--- config.mk ---
export PLATFORM = sky130hd
export DESIGN_NAME = hazard_unit
export DESIGN_NICKNAME = d
export VERILOG_FILES = /design/src/rtl/hazard_unit.sv
export SDC_FILE = /design/constraint.sdc
export NUM_CORES = 1
export LEC_CHECK = 0
export CELL_PAD_IN_SITES_DETAIL_PLACEMENT = 1
export CELL_PAD_IN_SITES_GLOBAL_PLACEMENT = 1
export CORE_MARGIN = 3
export CORE_UTILIZATION = 40
export DETAILED_ROUTE_END_ITERATION = 7
export GPL_TIMING_DRIVEN = 0
export PLACE_DENSITY_LB_ADDON = 0.15
export SLEW_MARGIN = 20
export SYNTH_ARGS = -nofsm -noshare
export SYNTH_HDL_FRONTEND = slang
export SYNTH_SLANG_ARGS = --single-unit
--- constraint.sdc ---
create_clock -name clk -period 3.6 [get_ports clk]
set_clock_uncertainty 0.05 [all_clocks]
set_input_delay 0.9 -clock clk [delete_from_list [all_inputs] [get_ports clk]]
set_output_delay 0.9 -clock clk [all_outputs]
set_load 0.02 [all_outputs]
--- src/rtl/hazard_unit.sv ---
// Tracks E/M/W writer records and derives the D-stage stall plus D/E/M forwarding selects.
// Latency: outputs are combinational from current D inputs and records; no backpressure beyond stall itself.
module hazard_unit #(
  parameter int REG_W  = 5,
  parameter int TNEW_W = 2
) (
  input  logic              clk,
  input  logic              reset,
  input  logic [REG_W-1:0]  D_rs,
  input  logic [REG_W-1:0]  D_rt,
  input  logic [TNEW_W-1:0] D_tuse_rs,
  input  logic [TNEW_W-1:0] D_tuse_rt,
  input  logic [REG_W-1:0]  D_dst,
  input  logic [1:0]        D_wsrc,
  output logic              stall,
  output logic [2:0]        DrsSel,
  output logic [2:0]        DrtSel,
  output logic [2:0]        ErsSel,
  output logic [2:0]        ErtSel,
  output logic [2:0]        MrtSel
);

  typedef struct packed {
    logic [REG_W-1:0]  rs;
    logic [REG_W-1:0]  rt;
    logic [REG_W-1:0]  dst;
    logic [1:0]        wsrc;
    logic [TNEW_W-1:0] tnew;
  } rec_t;

  localparam logic [1:0]        WSRC_MEM  = 2'd1;
  localparam logic [1:0]        WSRC_PC8  = 2'd2;
  localparam logic [TNEW_W-1:0] TUSE_NONE = '1;

  rec_t e_rec, m_rec, w_rec;
  logic [TNEW_W-1:0] tnew0;

  // A record with dst=0 (bubble or $0 writer) can never match a nonzero source.
  function automatic logic hit(input logic [REG_W-1:0] r, input rec_t rec);
    return (r != '0) && (r == rec.dst);
  endfunction

  function automatic logic src_stall(input logic [REG_W-1:0] r, input logic [TNEW_W-1:0] tuse,
                                     input rec_t e, input rec_t m);
    if (tuse == TUSE_NONE) return 1'b0;
    if (hit(r, e)) return e.tnew > tuse;
    if (hit(r, m)) return m.tnew > tuse;
    return 1'b0;
  endfunction

  function automatic logic [2:0] d_sel(input logic [REG_W-1:0] r, input rec_t e, input rec_t m,
                                       input rec_t w);
    if (hit(r, e)) return (e.wsrc == WSRC_PC8) ? 3'd1 : 3'd0;
    if (hit(r, m)) begin
      if (m.wsrc == WSRC_PC8) return 3'd3;
      if (m.wsrc == WSRC_MEM) return 3'd0;
      return 3'd2;
    end
    if (hit(r, w)) return (w.wsrc == WSRC_PC8) ? 3'd5 : 3'd4;
    return 3'd0;
  endfunction

  function automatic logic [2:0] e_sel(input logic [REG_W-1:0] r, input rec_t m, input rec_t w);
    if (hit(r, m)) begin
      if (m.wsrc == WSRC_PC8) return 3'd2;
      if (m.wsrc == WSRC_MEM) return 3'd0;
      return 3'd1;
    end
    if (hit(r, w)) return (w.wsrc == WSRC_PC8) ? 3'd4 : 3'd3;
    return 3'd0;
  endfunction

  function automatic logic [2:0] m_sel(input logic [REG_W-1:0] r, input rec_t w);
    if (hit(r, w)) return (w.wsrc == WSRC_PC8) ? 3'd2 : 3'd1;
    return 3'd0;
  endfunction

  always_comb begin
    tnew0 = TNEW_W'(1);
    if (D_wsrc == WSRC_PC8)      tnew0 = '0;
    else if (D_wsrc == WSRC_MEM) tnew0 = TNEW_W'(2);
  end

  always_comb begin
    stall  = src_stall(D_rs, D_tuse_rs, e_rec, m_rec) | src_stall(D_rt, D_tuse_rt, e_rec, m_rec);
    DrsSel = d_sel(D_rs, e_rec, m_rec, w_rec);
    DrtSel = d_sel(D_rt, e_rec, m_rec, w_rec);
    ErsSel = e_sel(e_rec.rs, m_rec, w_rec);
    ErtSel = e_sel(e_rec.rt, m_rec, w_rec);
    MrtSel = m_sel(m_rec.rt, w_rec);
  end

  always_ff @(posedge clk) begin
    if (reset) begin
      e_rec <= '0;
      m_rec <= '0;
      w_rec <= '0;
    end else begin
      if (stall) begin
        e_rec <= '0;
      end else begin
        e_rec.rs   <= D_rs;
        e_rec.rt   <= D_rt;
        e_rec.dst  <= D_dst;
        e_rec.wsrc <= D_wsrc;
        e_rec.tnew <= tnew0;
      end
      m_rec      <= e_rec;
      m_rec.tnew <= (e_rec.tnew == '0) ? '0 : e_rec.tnew - TNEW_W'(1);
      w_rec      <= m_rec;
      w_rec.tnew <= '0;
    end
  end

endmodule

==> flow_summary.toml, run 1 <==
[worst_setup_path]
critical_path_buf_inv_count = 3
cp.required_ps = 2650
crit_family = "simple AND/OR/NAND/NOR gates"
crit_arrival_ps = 2620
critPathLaunchType = "primary input"
critical_path.cell_chain = "buf_2 -> or4_4 -> nor2_4 -> nand3b_4 -> o32ai_2 -> buf_4 -> or2_1 -> buf_4"
crit_top_cell = "buf_4"
crit_fanout = 5
crit_path_end_kind = "output pin"
cp_slowest_stage_delay_ps = 560
path_class = "in -> out"
cpMaxStageDelayCell = "or4_4"

[final_layout]
final_core_util = 0.5400
final_cell_mix = "39 x dfxtp_1, 33 x xnor2_1, 21 x xor2_1, 20 x nor2b_1, 15 x clkdlybuf4s50_1"
area.growth.synth_to_final_pct = 25.39
layout.cells.non_filler = 378
mostFrequentLayoutCell = "dfxtp_1"
fin_nets = 339
drive_above_1_share = 0.2353
antenna_cells = 0

[floorplan]
die_x_um = 84.40
io_pins = 39
core_area_um2 = 5709
start_util = 0.4306
fp.dieH_um = 84.40
dieArea_um2 = 7123
num_rows = 27

[global_route]
grt_max_degree = 14
antenna_found_initial = 0
grt_usage = 0.1924
grt_pass1_vias = 2189
grt_pass1_wl_um = 10880
grt-ovfl-total = 0

[clock_tree]
cts_buffer_depth = 2
clock_sinks = 40
insertion_delay_ps = 290
path_clk_slew_ps = 70
numCtsBuffers = 5
root_buffer = "clkbuf_8"
cts_max_level = 2
cts_tree = "built"

[timing]
slew_violations = 0
finalCritPeriodShare = 0.9917
holdWs_ps = 373.5
tightestPinTransition_ps = 736.6
max_slew_margin = 0.5089
fmax_mhz = 280.1
final.setup.tns_ps = 0
fin_crit_ps = 3570
final_hold_viol_count = 0
setup_viol = 0

[drt]
avgRoutedWirePerCell_um = 17.43
drt_iter0_markers = 73
firstDrtPassIters = 4
wirelength_um = 6588
ant_nets = 0
drc = 0
vias = 2010
vias_per_cell = 5.317

[yosys]
synth_top_cell_area_share = 0.3257
yosys_warnings = 0
synthTopCellsByArea = "dfxtp_1 33%, xnor2_1 12%, xor2_1 7.5%"
synth.distinct_cells = 38
synth_area_um2 = 2459
synth-seq-area-share = 0.3257
syn_area_per_cell_um2 = 9.243
ys_seq_elements = 40
synthCells = 266
yosysTopAreaCell = "dfxtp_1"
synthesis.nets = 300

[run_status]
status = "finished clean"

[placement]
place.gp.congestion = 0.7837
hpwl_um = 5060
io_buffers = 36
placed_cells = 374

[pwr]
leakage_nw = 1.239
power.density_nw_per_um2 = 356.7
ir_worst_vdd_uv = 180.7
power.total_mw = 1.100

[hold_path]
min_path_type = "reg -> reg"

[flow_run]
drv_cap = 0
-- report_power, final --
| group | switching [mW] | leakage [nW] | internal (mW) |
|---|---|---|---|
| sequential | 0.0273 | 0.331 | 0.465 |
| combinational | 0.123 | 0.855 | 0.118 |
| clock | 0.160 | 0.0541 | 0.205 |
-- through the flow --
step / area (µm²) / worst slack (ps)
after floorplan: 2459 / 316.5
after CTS: 3043 / -33.58
final: 3083 / 29.92
after global placement: 2909 / -1012
after detailed placement: 2909 / -1021
after global routing: 3083 / -33.28
-- cells in the mapped netlist --
| library cell | count |
|---|---|
| a21oi_1 | 9 |
| a221o_1 | 2 |
| a221oi_1 | 1 |
| a22oi_1 | 1 |
| a31oi_1 | 1 |
| a32o_1 | 2 |
| buf_1 | 1 |
| buf_2 | 2 |
| buf_4 | 1 |
| buf_6 | 2 |
| clkbuf_1 | 13 |
| conb_1 | 1 |
| dfxtp_1 | 40 |
| ha_1 | 11 |
| inv_1 | 15 |
| mux2_2 | 1 |
| nand2_1 | 12 |
| nand2b_1 | 1 |
| nand3_1 | 9 |
| nand3b_2 | 1 |
| nor2_1 | 15 |
| nor2_4 | 1 |
| nor2b_1 | 20 |
| nor3_1 | 8 |
| nor3_2 | 1 |
| nor3b_1 | 2 |
| nor4_1 | 5 |
| nor4_2 | 5 |
| nor4_4 | 1 |
| nor4b_2 | 12 |
| o21ai_0 | 3 |
| o32ai_1 | 1 |
| or2_1 | 1 |
| or3_1 | 2 |
| or4_1 | 7 |
| or4_4 | 1 |
| xnor2_1 | 34 |
| xor2_1 | 21 |
-- repair_timing --
item | in CTS | in global routing
gates resized for setup | 76 | 17
setup endpoints to repair | 9 | 11
hold buffers | 0 | 0
pin swaps | 5 | 5
buffers inserted | 2 | 4
hold endpoints to repair | 0 | 0
-- kinds of logic (layout without fill, tap and decap cells) --
group / count (synthesis) / after routing / share of synthesized area
flops: 40 / 40 / 0.3257
other cells: 1 / 1 / 0.001525
simple gates: 104 / 104 / 0.3023
xor+xnor: 55 / 55 / 0.1959
fa+ha+maj: 11 / 11 / 0.05598
mux: 1 / 1 / 0.004580
buf+inv: 34 / 74 / 0.06056
compound gates: 20 / 20 / 0.05344
-- sequential cells by signal, summed over array words and instances, names as in the netlist --
register / flops
e_rec: 19
m_rec: 14
w_rec: 7
-- area by class of cell --
cell class	count	area (µm²)
Sequential cell	40	802.0
Buffer	9	50.05
Fill cell	673	2626
Multi-Input combinational cell	192	1613
Timing Repair Buffer	42	360.3
Clock buffer	5	68.82
Inverter	15	56.30
Clock inverter	3	42.54
Tap cell	72	90.09
-- routing by layer --
layer,global-route usage,vias to the layer above,share of wire
li1,-,977,-
met1,0.2343,975,0.43
met2,0.3329,43,0.50
met3,0.03337,15,0.038
met4,0.08201,0,0.031
met5,0,-,0
-- final timing paths --
kind	start	endpoint	slack, ps	depth (start not counted)
hold / removal	e_rec[0]$_SDFF_PP0_	m_rec[0]$_SDFF_PP0_	370	1
hold reg to reg	e_rec[0]$_SDFF_PP0_	m_rec[0]$_SDFF_PP0_	370	1
setup / recovery	D_rt[1]	stall	30	8
setup reg to reg	e_rec[0]$_SDFF_PP0_	e_rec[15]$_SDFF_PP0_	1570	6
(Power assumes the default switching activity.)
==> run 2, diff against run 1 <==
--- a/config.mk
+++ b/config.mk
@@ -7,6 +7,7 @@
 export LEC_CHECK = 0
 export CELL_PAD_IN_SITES_DETAIL_PLACEMENT = 1
 export CELL_PAD_IN_SITES_GLOBAL_PLACEMENT = 1
+export CORE_ASPECT_RATIO = 0.6
 export CORE_MARGIN = 3
 export CORE_UTILIZATION = 40
 export DETAILED_ROUTE_END_ITERATION = 7
==> flow_summary.toml, run 2 (synthesis gave the netlist of run 1 again) <==
[global_route]
grt_pass1_wl_um = 11850
grt_pass1_vias = 2102
grt-ovfl-total = 0
antenna_found_initial = 0
grt_max_degree = 12
grt_usage = 0.2240

[worst_setup_path]
cp_slowest_stage_delay_ps = 540
path_class = "in -> out"
critical_path.cell_chain = "buf_2 -> or4_4 -> nor2_4 -> nor3_4 -> a32o_2 -> buf_12 -> or2_1 -> buf_4"
cpMaxStageDelayCell = "or4_4"
critPathLaunchType = "primary input"
crit_arrival_ps = 2620
r2r-end = "e_rec[16]$_SDFF_PP0_"
reg2reg_slack_ps = 1450
cp.required_ps = 2650
r2r-start = "e_rec[0]$_SDFF_PP0_"
r2r_cells = 6
crit_path_end_kind = "output pin"
crit_fanout = 9

[placement]
io_buffers = 36
hpwl_um = 5689
dpl_worst_slack_ps = -1186
place.gp.congestion = 0.8415

[hold_path]
holdPathStages = 1
min_to = "m_rec[3]$_SDFF_PP0_"
min_path_type = "reg -> reg"
min_from = "e_rec[3]$_SDFF_PP0_"

[floorplan]
die_x_um = 107.2
start_util = 0.4273
num_rows = 21
io_pins = 39
fp.dieH_um = 66.73
core_area_um2 = 5754
dieArea_um2 = 7154

[final_layout]
top_register = "e_rec"
fin_nets = 344
multi_input_area_um2 = 1624
area.growth.synth_to_final_pct = 27.63
antenna_cells = 0
fillers = 664
mostFrequentLayoutCell = "dfxtp_1"
drive_above_1_share = 0.2613
top_regs = "e_rec (19), m_rec (14), w_rec (7)"
largest_reg_flops = 19
ff_latch_area_um2 = 804.5
final_cell_mix = "37 x dfxtp_1, 34 x xnor2_1, 21 x xor2_1, 20 x nor2b_1, 15 x clkdlybuf4s50_1"

[flow_run]
drv_cap = 0

[clock_tree]
numCtsBuffers = 5
root_buffer = "clkbuf_8"
cts_buffer_depth = 2
insertion_delay_ps = 290
cts_tree = "built"
clock_sinks = 40
path_clk_slew_ps = 80
cts_max_level = 2

[drt]
vias = 2016
vias_per_cell = 5.169
avgRoutedWirePerCell_um = 19.42
wirelength_um = 7573
drc = 0
ant_nets = 0
drt_iter0_markers = 106
firstDrtPassIters = 4

[timing]
setup_viol = 0
timing.final.ws_setup_ps = 30.87
finalCritPeriodShare = 0.9914
max_slew_margin = 0.4864
rsz0062_at_grt = "true"
fmax_mhz = 280.2
final_hold_viol_count = 0
tightestPinTransition_ps = 770.4
slew_violations = 0
fin_crit_ps = 3569
holdWs_ps = 420.5

[pwr]
ir_worst_vdd_uv = 141.7
leakage_nw = 1.268
power.density_nw_per_um2 = 344.4

[run_status]
status = "finished clean"
## run 2: cell count changes in the layout (fill, tap and decap cells not counted), sizes merged
cell,previous run,this run
clkdlybuf4s15,4,2
clkinv,1,0
clkbuf,11,13
buf,20,27
dlygate4sd1,1,0
dlygate4sd2,5,6
bufinv,1,0
clkinvlp,1,0
## run 2: worst max-delay path by stage
stage                             from         to  cells after the start
after detailed placement       D_rs[3]      stall                      8
after global routing           D_rt[0]  DrtSel[0]                      7
final                          D_rt[2]      stall                      8
after global placement         D_rs[3]      stall                      8
after CTS                 D_tuse_rt[1]      stall                     10
after floorplan           D_tuse_rs[1]      stall                      6
## run 2: repair_timing
action / in CTS / in global routing
setup buffers: 4 / 7
gates cloned: 0 / 0
hold buffers: 0 / 0
setup endpoints to repair: 10 / 8
pin swaps: 7 / 7
resized for setup: 85 / 19
## run 2: cell type report
type	count	share of cell area
Tap cell	80	0.03190
Buffer	9	0.02233
Timing Repair Buffer	47	0.1232
Inverter	15	0.01794
Multi-Input combinational cell	192	0.5175
Sequential cell	40	0.2564
Clock buffer	7	0.03070
## run 2: metrics by stage
stage	instances	power [mW]	utilization	area [µm²]	setup TNS, ps
3_5_place_dp	382	0.7454	0.5073	2919	-4985
3_3_place_gp	382	0.7329	0.5073	2919	-4845
6_report	390	1.081	0.5453	3138	0
2_1_floorplan	266	0.6433	-	2459	0
4_1_cts	391	1.074	0.5327	3065	-7.409
5_1_grt	390	1.130	0.5453	3138	-34.84
## run 2: critical path, delay by kind of cell
family                 cells  cell delay, ps
AND/OR/NAND/NOR            4             970
buffers and inverters      3             460
AO/OA/AOI/OAI              1             270
## run 2: routing by layer
layer | up-vias | track usage | share of wire
met5 | - | 0 | 0
met3 | 9 | 0.03872 | 0.048
li1 | 991 | - | -
met1 | 955 | 0.3287 | 0.53
met2 | 61 | 0.3341 | 0.41
met4 | 0 | 0.06220 | 0.012
## run 2: report_power, final
part           leakage (nW)  internal [mW]  switching [mW]
clock                0.0503          0.171           0.158
sequential            0.331          0.465          0.0293
combinational         0.887          0.120           0.137
total                  1.27          0.756           0.324
